File: src/rtl/sound_ctrl.sv
// sound_ctrl: queued note sequencer that times divisor/enable for the square-wave tone generator.
// Build option SOUND_CTRL_GAP_EN inserts one silent duration tick after every played note.
//
// state | meaning
// IDLE  | nothing playing; loads the FIFO head as soon as one is queued
// PLAY  | note loaded, prescaler and duration counter running
// GAP   | silent tick between notes, divisor held (only with SOUND_CTRL_GAP_EN)
module sound_ctrl #(
    parameter int TICK_DIV = 50000,
    parameter int DEPTH    = 4,
    parameter int DIV_W    = 15,
    parameter int DUR_W    = 8
) (
    input  logic             CLK_50MHZ,
    input  logic             RESET,
    input  logic             REQ_VALID,
    output logic             REQ_READY,
    input  logic [DIV_W-1:0] REQ_DIV,
    input  logic [DUR_W-1:0] REQ_DUR,
    input  logic             ABORT,
    output logic [DIV_W-1:0] TONE_DIV,
    output logic             TONE_ON,
    output logic             BUSY,
    output logic             DONE
);

`ifdef SOUND_CTRL_GAP_EN
    localparam bit GAP_EN = 1'b1;
`else
    localparam bit GAP_EN = 1'b0;
`endif

    localparam int PTR_W = $clog2(DEPTH);
    localparam int CNT_W = PTR_W + 1;
    localparam int PRE_W = $clog2(TICK_DIV);

    typedef enum logic [1:0] {IDLE, PLAY, GAP} state_t;

    state_t             state, state_nx;
    logic [DIV_W-1:0]   mem_div [DEPTH];
    logic [DUR_W-1:0]   mem_dur [DEPTH];
    logic [PTR_W-1:0]   wr_ptr, rd_ptr;
    logic [CNT_W-1:0]   count, count_nx;
    logic               not_full_q;
    logic [PRE_W-1:0]   presc;
    logic [DUR_W-1:0]   dur_cnt;
    logic [DIV_W-1:0]   tone_div;
    logic               tone_on;
    logic               done_q;

    logic               push, fifo_empty, wrap, note_end;
    logic               load, stop, enter_gap, done_nx;
    logic [DIV_W-1:0]   head_div;
    logic [DUR_W-1:0]   head_dur;

    assign REQ_READY  = not_full_q && !ABORT && !RESET;
    assign push       = REQ_VALID && REQ_READY;
    assign fifo_empty = (count == '0);
    assign head_div   = mem_div[rd_ptr];
    assign head_dur   = mem_dur[rd_ptr];
    assign wrap       = (presc == PRE_W'(TICK_DIV - 1));
    // dur_cnt of zero only happens for a discarded (dur=0) note, which ends one cycle after load
    assign note_end   = (state == PLAY) && ((dur_cnt == '0) || (wrap && dur_cnt == DUR_W'(1)));
    assign count_nx   = count + CNT_W'(push) - CNT_W'(load);

    assign TONE_DIV = tone_div;
    assign TONE_ON  = tone_on;
    assign DONE     = done_q;
    assign BUSY     = (state != IDLE) || !fifo_empty;

    always_ff @(posedge CLK_50MHZ) begin
        if (RESET || ABORT)
            state <= IDLE;
        else
            state <= state_nx;
    end

    always_comb begin
        state_nx  = state;
        load      = 1'b0;
        stop      = 1'b0;
        enter_gap = 1'b0;
        done_nx   = 1'b0;
        case (state)
            IDLE: begin
                if (!fifo_empty) begin
                    load     = 1'b1;
                    state_nx = PLAY;
                end
            end
            PLAY: begin
                if (note_end) begin
                    done_nx = 1'b1;
                    if (GAP_EN && dur_cnt != '0) begin
                        enter_gap = 1'b1;
                        state_nx  = GAP;
                    end else if (!fifo_empty) begin
                        load = 1'b1;
                    end else begin
                        stop     = 1'b1;
                        state_nx = IDLE;
                    end
                end
            end
            GAP: begin
                if (wrap) begin
                    if (!fifo_empty) begin
                        load     = 1'b1;
                        state_nx = PLAY;
                    end else begin
                        stop     = 1'b1;
                        state_nx = IDLE;
                    end
                end
            end
            default: state_nx = IDLE;
        endcase
        if (ABORT) begin
            state_nx  = IDLE;
            load      = 1'b0;
            stop      = 1'b0;
            enter_gap = 1'b0;
            done_nx   = 1'b0;
        end
    end

    always_ff @(posedge CLK_50MHZ) begin
        if (push) begin
            mem_div[wr_ptr] <= REQ_DIV;
            mem_dur[wr_ptr] <= REQ_DUR;
        end
    end

    always_ff @(posedge CLK_50MHZ) begin
        if (RESET || ABORT) begin
            wr_ptr     <= '0;
            rd_ptr     <= '0;
            count      <= '0;
            not_full_q <= !RESET;
            presc      <= '0;
            dur_cnt    <= '0;
            tone_div   <= '0;
            tone_on    <= 1'b0;
            done_q     <= 1'b0;
        end else begin
            if (push)
                wr_ptr <= wr_ptr + PTR_W'(1);
            if (load)
                rd_ptr <= rd_ptr + PTR_W'(1);
            count      <= count_nx;
            not_full_q <= (count_nx != CNT_W'(DEPTH));
            done_q     <= done_nx;
            if (load) begin
                tone_div <= head_div;
                tone_on  <= (head_div != '0) && (head_dur != '0);
                dur_cnt  <= head_dur;
                presc    <= '0;
            end else if (enter_gap) begin
                tone_on <= 1'b0;
                presc   <= '0;
            end else if (stop) begin
                tone_on  <= 1'b0;
                tone_div <= '0;
                dur_cnt  <= '0;
                presc    <= '0;
            end else if (state != IDLE) begin
                presc <= wrap ? '0 : presc + PRE_W'(1);
                if (wrap && state == PLAY)
                    dur_cnt <= dur_cnt - DUR_W'(1);
            end
        end
    end

endmodule

File: config.mk
export PLATFORM = sky130hd
export DESIGN_NAME = sound_ctrl
export DESIGN_NICKNAME = d
export VERILOG_FILES = /design/src/rtl/sound_ctrl.sv
export SDC_FILE = /design/constraint.sdc
export NUM_CORES = 1
export LEC_CHECK = 0
export CAP_MARGIN = 20
export CORE_MARGIN = 3
export CORE_UTILIZATION = 50
export CTS_CLUSTER_DIAMETER = 120
export DETAILED_ROUTE_END_ITERATION = 7
export HOLD_SLACK_MARGIN = 0.03
export PLACE_DENSITY = 0.7
export SLEW_MARGIN = 10
export SYNTH_ARGS = -nofsm -noshare
export SYNTH_HDL_FRONTEND = slang
export SYNTH_SLANG_ARGS = --single-unit
File: constraint.sdc
create_clock -name CLK_50MHZ -period 7.1 [get_ports CLK_50MHZ]
set_clock_uncertainty 0.2 [all_clocks]
set_input_delay 1.065 -clock CLK_50MHZ [delete_from_list [all_inputs] [get_ports CLK_50MHZ]]
set_output_delay 1.065 -clock CLK_50MHZ [all_outputs]
set_load 0.01 [all_outputs]
[Word-level counts from Yosys, hierarchy flattened]
Memories as Yosys holds them, arrays and structs flattened. A register that Yosys moved wholly into a read port is not among the register bits.
Cells that the tools add are included.
Word-level totals
  register bits after elaboration: 51
  bits in latches: 0
  memory bits (writable): 92
  bits in read-only memories: 0
  output and inout port bits: 19
  word-level logic and storage cells: 88
  memories kept: 2
Operators by class
  add/subtract/negate cells: 6
  multiply operators: 0
  div/mod/pow operators: 0
  order comparisons: 0
  equality and inequality tests: 9
  shift-type cells: 0
  muxes and demuxes: 33
  bitwise gates (word level): 1
  reduce and logical (&&, ||, !) cells: 27
Memories
  mem_div: words 4, bits a word 15, rd ports 1, clocked after memory_dff 1, wr ports 1, line 40  | logic [DIV_W-1:0] mem_div [DEPTH];
  mem_dur: words 4, bits a word 8, rd ports 1, clocked after memory_dff 1, wr ports 1, line 41  | logic [DUR_W-1:0] mem_dur [DEPTH];
Operator list (count)
  2-to-1 mux 8 bit: 4
  2-to-1 mux 15 bit: 2
  adder 16 x 1 -> 16 bit, second input constant: 1
  equality test 16 bit, second input constant: 1
  2-to-1 mux 16 bit: 1
  2-to-1 mux 2 bit: 8
  2-to-1 mux 1 bit: 15
  nonzero test 15 bit: 1
  equality test 8 x 1 -> 1 bit, second input constant: 1
  zero test 8 bit: 1
  inequality test 2 bit, second input constant: 4
  nonzero test 8 bit: 1
  subtractor 8 x 1 -> 8 bit, second input constant: 1
  logical AND 1 bit: 7
  case mux 2 bit (3 select lines): 1
  nonzero test 3 bit: 2
  OR reduction 3 bit: 2
  adder 2 x 1 -> 2 bit, second input constant: 2
  AND reduction 4 bit: 1
  nonzero test 2 bit: 2
  adder 3 x 1 -> 3 bit: 1
  zero test 1 bit: 3
  zero test 3 bit: 1
  logical OR 1 bit: 3
  other kinds (10): 10

[Logic depth before layout (Yosys ltp)]
  depth in word-level cells: 10
  mapped depth: 14
  gate-level depth less buffers: 14

[Worst setup path before layout]
No wires, ideal clock.
  kind: in2reg
  from: input ABORT
  to: register not_full_q
  library setup time: 0.122 ns
  data arrival time: 3.041 ns
  path slack: 3.737 ns
  stages on the path: 12
  cell sequence: or2_2 nor2_1 inv_1 ha_1 inv_1 ha_1 inv_1 fa_1 xor2_1 xnor2_1 nor2_1 a31oi_1
Between the ends
  longest elaborated chain between the ends: 8
  elaborated cells between the ends (all ways): 10
  those cells by class: add/sub: 2; eq/ne: 1; mux: 2; reduce/logical: 5
RTL lines
  from (decl): line 20  | input logic ABORT,
  zero test 1 bit: line 56  | assign REQ_READY = not_full_q && !ABORT && !RESET;
  logical AND 1 bit (2 in a row): line 56
  logical AND 1 bit: line 57  | assign push = REQ_VALID && REQ_READY;
  adder 3 x 1 -> 3 bit: line 64  | assign count_nx = count + CNT_W'(push) - CNT_W'(load);
  subtractor 3 x 1 -> 3 bit: line 64
  inequality test 3 bit: line 151  | not_full_q <= (count_nx != CNT_W'(DEPTH));
  2-to-1 mux 1 bit (*): line 135  | if (RESET || ABORT) begin
  to (signal assigned): line 139  | not_full_q <= !RESET;
  to (signal assigned): line 151
  to (decl): line 44  | logic not_full_q;
Every way passes the cells marked *; elsewhere a longest branch is shown, timed or not.
A chain may end at the register's enable or synchronous reset.

[Worst setup path in the final report]
  from: input ABORT
  to: output REQ_READY
Between the ends
  longest elaborated chain between the ends: 3
RTL lines
  zero test 1 bit: line 56
  logical AND 1 bit (2 in a row): line 56
  to (decl): line 17  | output logic REQ_READY,
No other way between the ends.

==> results_dict.tcl <==
set metrics [dict create \
    outcome "finished, final reports clean" \
    critical_path_at_ps 2870 \
    endpoints_failing_setup 0 \
    holdCritStartpoint "TONE_DIV[10]" \
    sequentialPowerShare_pct 48.7 \
    tritoncts "built" \
    post_synth.cell_area_avg_um2 14.5 \
    floorplan.core_area_um2 11200 \
    final_min_period_over_clock_period_pct 58.2 \
    worstMarginPinSlew_ps 1060 \
    layout_cells_sized_above_1_pct 14.8 \
    initial_core_utilization_pct 52.5 \
    vias 3653 \
    antenna-diode-count 0 \
    finalWeightedCongestion 0.812 \
    critical_path.max_fanout 11 \
    setup-tns-final_ps 0 \
    fin_nets 499 \
    io-pin-count 46 \
    max-slew-margin-rel_pct 29.0 \
    port-buffer-count 45 \
    cts.hold.buffers_added 0 \
    syn_area_um2 5870 \
    grt_start_max_net_pins 24 \
    worst-setup-path-type "in -> out" \
    combinationalPowerShare_pct 3.9 \
    post_cts_resize_count 0 \
    setup.reg_to_reg.worst_slack_ps 3700 \
    global_route_congestion_overflow_total 0 \
    power.density_cell_area_nw_per_um2 262 \
    synth_warnings 0 \
    clock_tree.htree_level_count 4 \
    antenna_found_initial 0 \
    r2r_start "presc[6]" \
    global_route_wire_length_before_repair_mm 19.0 \
    period_needed_ps 4130 \
    detailed_place_hpwl_mm 7.41 \
    clkSinkCount 144 \
    overall_die_area_um2 13100 \
    number_of_global_route_vias_before_repair 3535 \
    power_switching_w 0.000372 \
    synthesized_instance_count 406 \
    maxCapViolations 0 \
    critical_path_end_type "primary output" \
    number_of_distinct_standard_cells_referenced_by_the_synthesized_netlist 51 \
    total_power_w 0.00185 \
    detail_route.vias_per_cell 5.95 \
    syn2layout_area_growth_pct 20.4 \
    fmax_mhz 242 \
    vdd.ir_drop.worst_mv 0.254 \
    hold_class "reg -> reg" \
    worst_r2r_endpoint "not_full_q" \
    cp_data_required_time_ps 5830 \
    hold-path-cell-count 1 \
    rows 38 \
    asyncSetResetFlopFracSynth_pct 0 \
    wl_mm 11.9 \
    timing.final.hold_violations 0 \
    cts_buffer_depth 2 \
    post_cts_buffers 0 \
    cts_made_buffers 17 \
    count_of_routing_violations_after_the_opening_detailed_route_iteration 470 \
    power.share.clock_pct 47.4 \
    wl_per_cell_um 19.3 \
    yosysSeqAreaShare_pct 64.8 \
    cp-start-kind "input pin" \
    synth-main-ff-cell "edfxtp_1" \
    worst_path_clk_slew_ps 60 \
    detail_route.drc_violations 0 \
    dieHeight_um 114 \
    hold_end "TONE_DIV[10]" \
    overall_global_routing_resource_usage_pct 19.7 \
    switching_share_pct 20.1 \
    insertion_delay_ps 420 \
    ant_nets 0 \
    postSynthRegisterBits 144 \
    postSynthNetCount 444 \
    die_x_um 114 \
    cts.root.buffer_cell "clkbuf_16" \
    timing.reg2reg.worst_path_depth 13 \
    total_leakage_power_nw 2.30 \
    unrepaired_setup_endpoints_after_global_routing "false" \
    synth-edff-count 92 \
    intPower_w 0.00148 \
    dr.pass1.iters 5 \
    report.final.slew_viol_count 0 \
]
[cell families after synthesis]
group / after synthesis / share of synthesized area (%)
AO/OA/AOI/OAI: 68 / 7.93
buffers and inverters: 27 / 1.90
AND/OR/NAND/NOR: 114 / 11.2
XOR/XNOR: 17 / 2.54
flip-flops: 144 / 64.8
adder cells (fa/ha/maj): 11 / 2.47
multiplexers: 25 / 9.19
[area by class of cell]
type | count | area, um^2
Fill cell | 826 | 4110
Sequential cell | 144 | 3800
Timing Repair Buffer | 52 | 503
Multi-Input combinational cell | 235 | 1960
Clock inverter | 8 | 106
Tap cell | 140 | 175
Inverter | 11 | 41.3
Clock buffer | 24 | 482
[critical path, stage by stage]
cell,delay [ps]
clkdlybuf4s50_1,520
nor2_1,550
and2_1,210
clkdlybuf4s50_1,530
[Yosys cell counts (2+ instances only)]
| library cell | instances | area share [%] |
|---|---|---|
| and3_1 | 2 | 0.21 |
| nor4_1 | 7 | 0.75 |
| ha_1 | 10 | 2.1 |
| a21oi_1 | 16 | 1.4 |
| and2_1 | 8 | 0.85 |
| nor2_1 | 27 | 1.7 |
| a31oi_1 | 4 | 0.43 |
| xor2_1 | 5 | 0.75 |
| inv_1 | 11 | 0.70 |
| and4_1 | 3 | 0.45 |
| o221ai_1 | 2 | 0.30 |
| dfxtp_1 | 52 | 18 |
| mux4_2 | 23 | 8.8 |
| buf_2 | 2 | 0.17 |
| nand2_1 | 16 | 1.0 |
| nor3_1 | 11 | 0.94 |
| a22o_1 | 14 | 2.1 |
| o21ai_0 | 16 | 1.4 |
| nand3_1 | 13 | 1.1 |
| a31o_2 | 2 | 0.30 |
| nor3b_1 | 2 | 0.26 |
| and4b_1 | 2 | 0.34 |
| nand4_1 | 8 | 0.85 |
| xnor2_1 | 12 | 1.8 |
| or3_1 | 4 | 0.43 |
| edfxtp_1 | 92 | 47 |
| a21boi_0 | 3 | 0.38 |
| nor4_4 | 3 | 1.1 |
| clkbuf_1 | 13 | 0.83 |
| nand4b_1 | 2 | 0.30 |
[sequential cells by signal (all words and copies together), names as in the netlist, named ones only]
| name | count |
|---|---|
| rd_ptr | 2 |
| mem_div | 60 |
| state | 1 |
| mem_dur | 32 |
| not_full_q | 1 |
| dur_cnt | 8 |
| DONE | 1 |
| presc | 16 |
| count | 3 |
| TONE_ON | 1 |
| wr_ptr | 2 |
| TONE_DIV | 15 |
[stage by stage]
stage	cells	setup WS (ps)	utilization, %	area [um^2]	hold WS [ps]
floorplan	406	3740	-	5870	263
global placement	582	2980	58.0	6480	265
detailed placement	582	2850	58.0	6480	268
CTS	614	3000	63.2	7070	283
global route	614	2850	63.2	7070	297
finish	614	2970	63.2	7070	283
[placed cells by master, fill, tap and decap left out, types with 3 or more instances in the layout]
cell,n
a31oi_1,4
or3_1,4
and2_1,8
a22o_1,14
edfxtp_1,92
nand3_1,13
nand2_1,16
nor3_1,11
nand4_1,8
clkbuf_8,3
mux4_2,23
nor4_4,3
o21ai_0,16
clkdlybuf4s50_1,45
nor4_1,7
nor2_1,27
buf_4,7
dfxtp_1,52
and4_1,3
a21boi_0,3
ha_1,10
xor2_1,5
inv_1,11
clkbuf_16,17
clkbuf_1,4
a21oi_1,16
xnor2_1,12
[routing by layer]
layer | routed length [um] | GRT usage (%) | share of wire (%)
met5 | 0 | 0 | 0
met3 | 631 | 5.71 | 5.3
met4 | 247 | 8.39 | 2.1
met1 | 5210 | 25.7 | 44
met2 | 5770 | 31.1 | 49
[power groups by stage]
| stage | combinational, W | clock (W) | sequential, W |
|---|---|---|---|
| after detailed placement | 0.0000713 | 0 | 0.000919 |
| final | 0.0000715 | 0.000876 | 0.000902 |
| after global placement | 0.0000694 | 0 | 0.000919 |
| after CTS | 0.0000718 | 0.000895 | 0.000901 |
| after floorplan | 0.0000369 | 0 | 0.000918 |
| after global routing | 0.0000784 | 0.000935 | 0.000902 |
[how the worst max path moves through the flow]
stage	from	endpoint	slack, ps
after floorplan	ABORT	not_full_q	3740
after global placement	ABORT	not_full_q	2980
after detailed placement	ABORT	not_full_q	2850
after CTS	ABORT	REQ_READY	3000
after global routing	ABORT	REQ_READY	2850
final	ABORT	REQ_READY	2970
No activity file was read; power rests on OpenSTA's default activity.
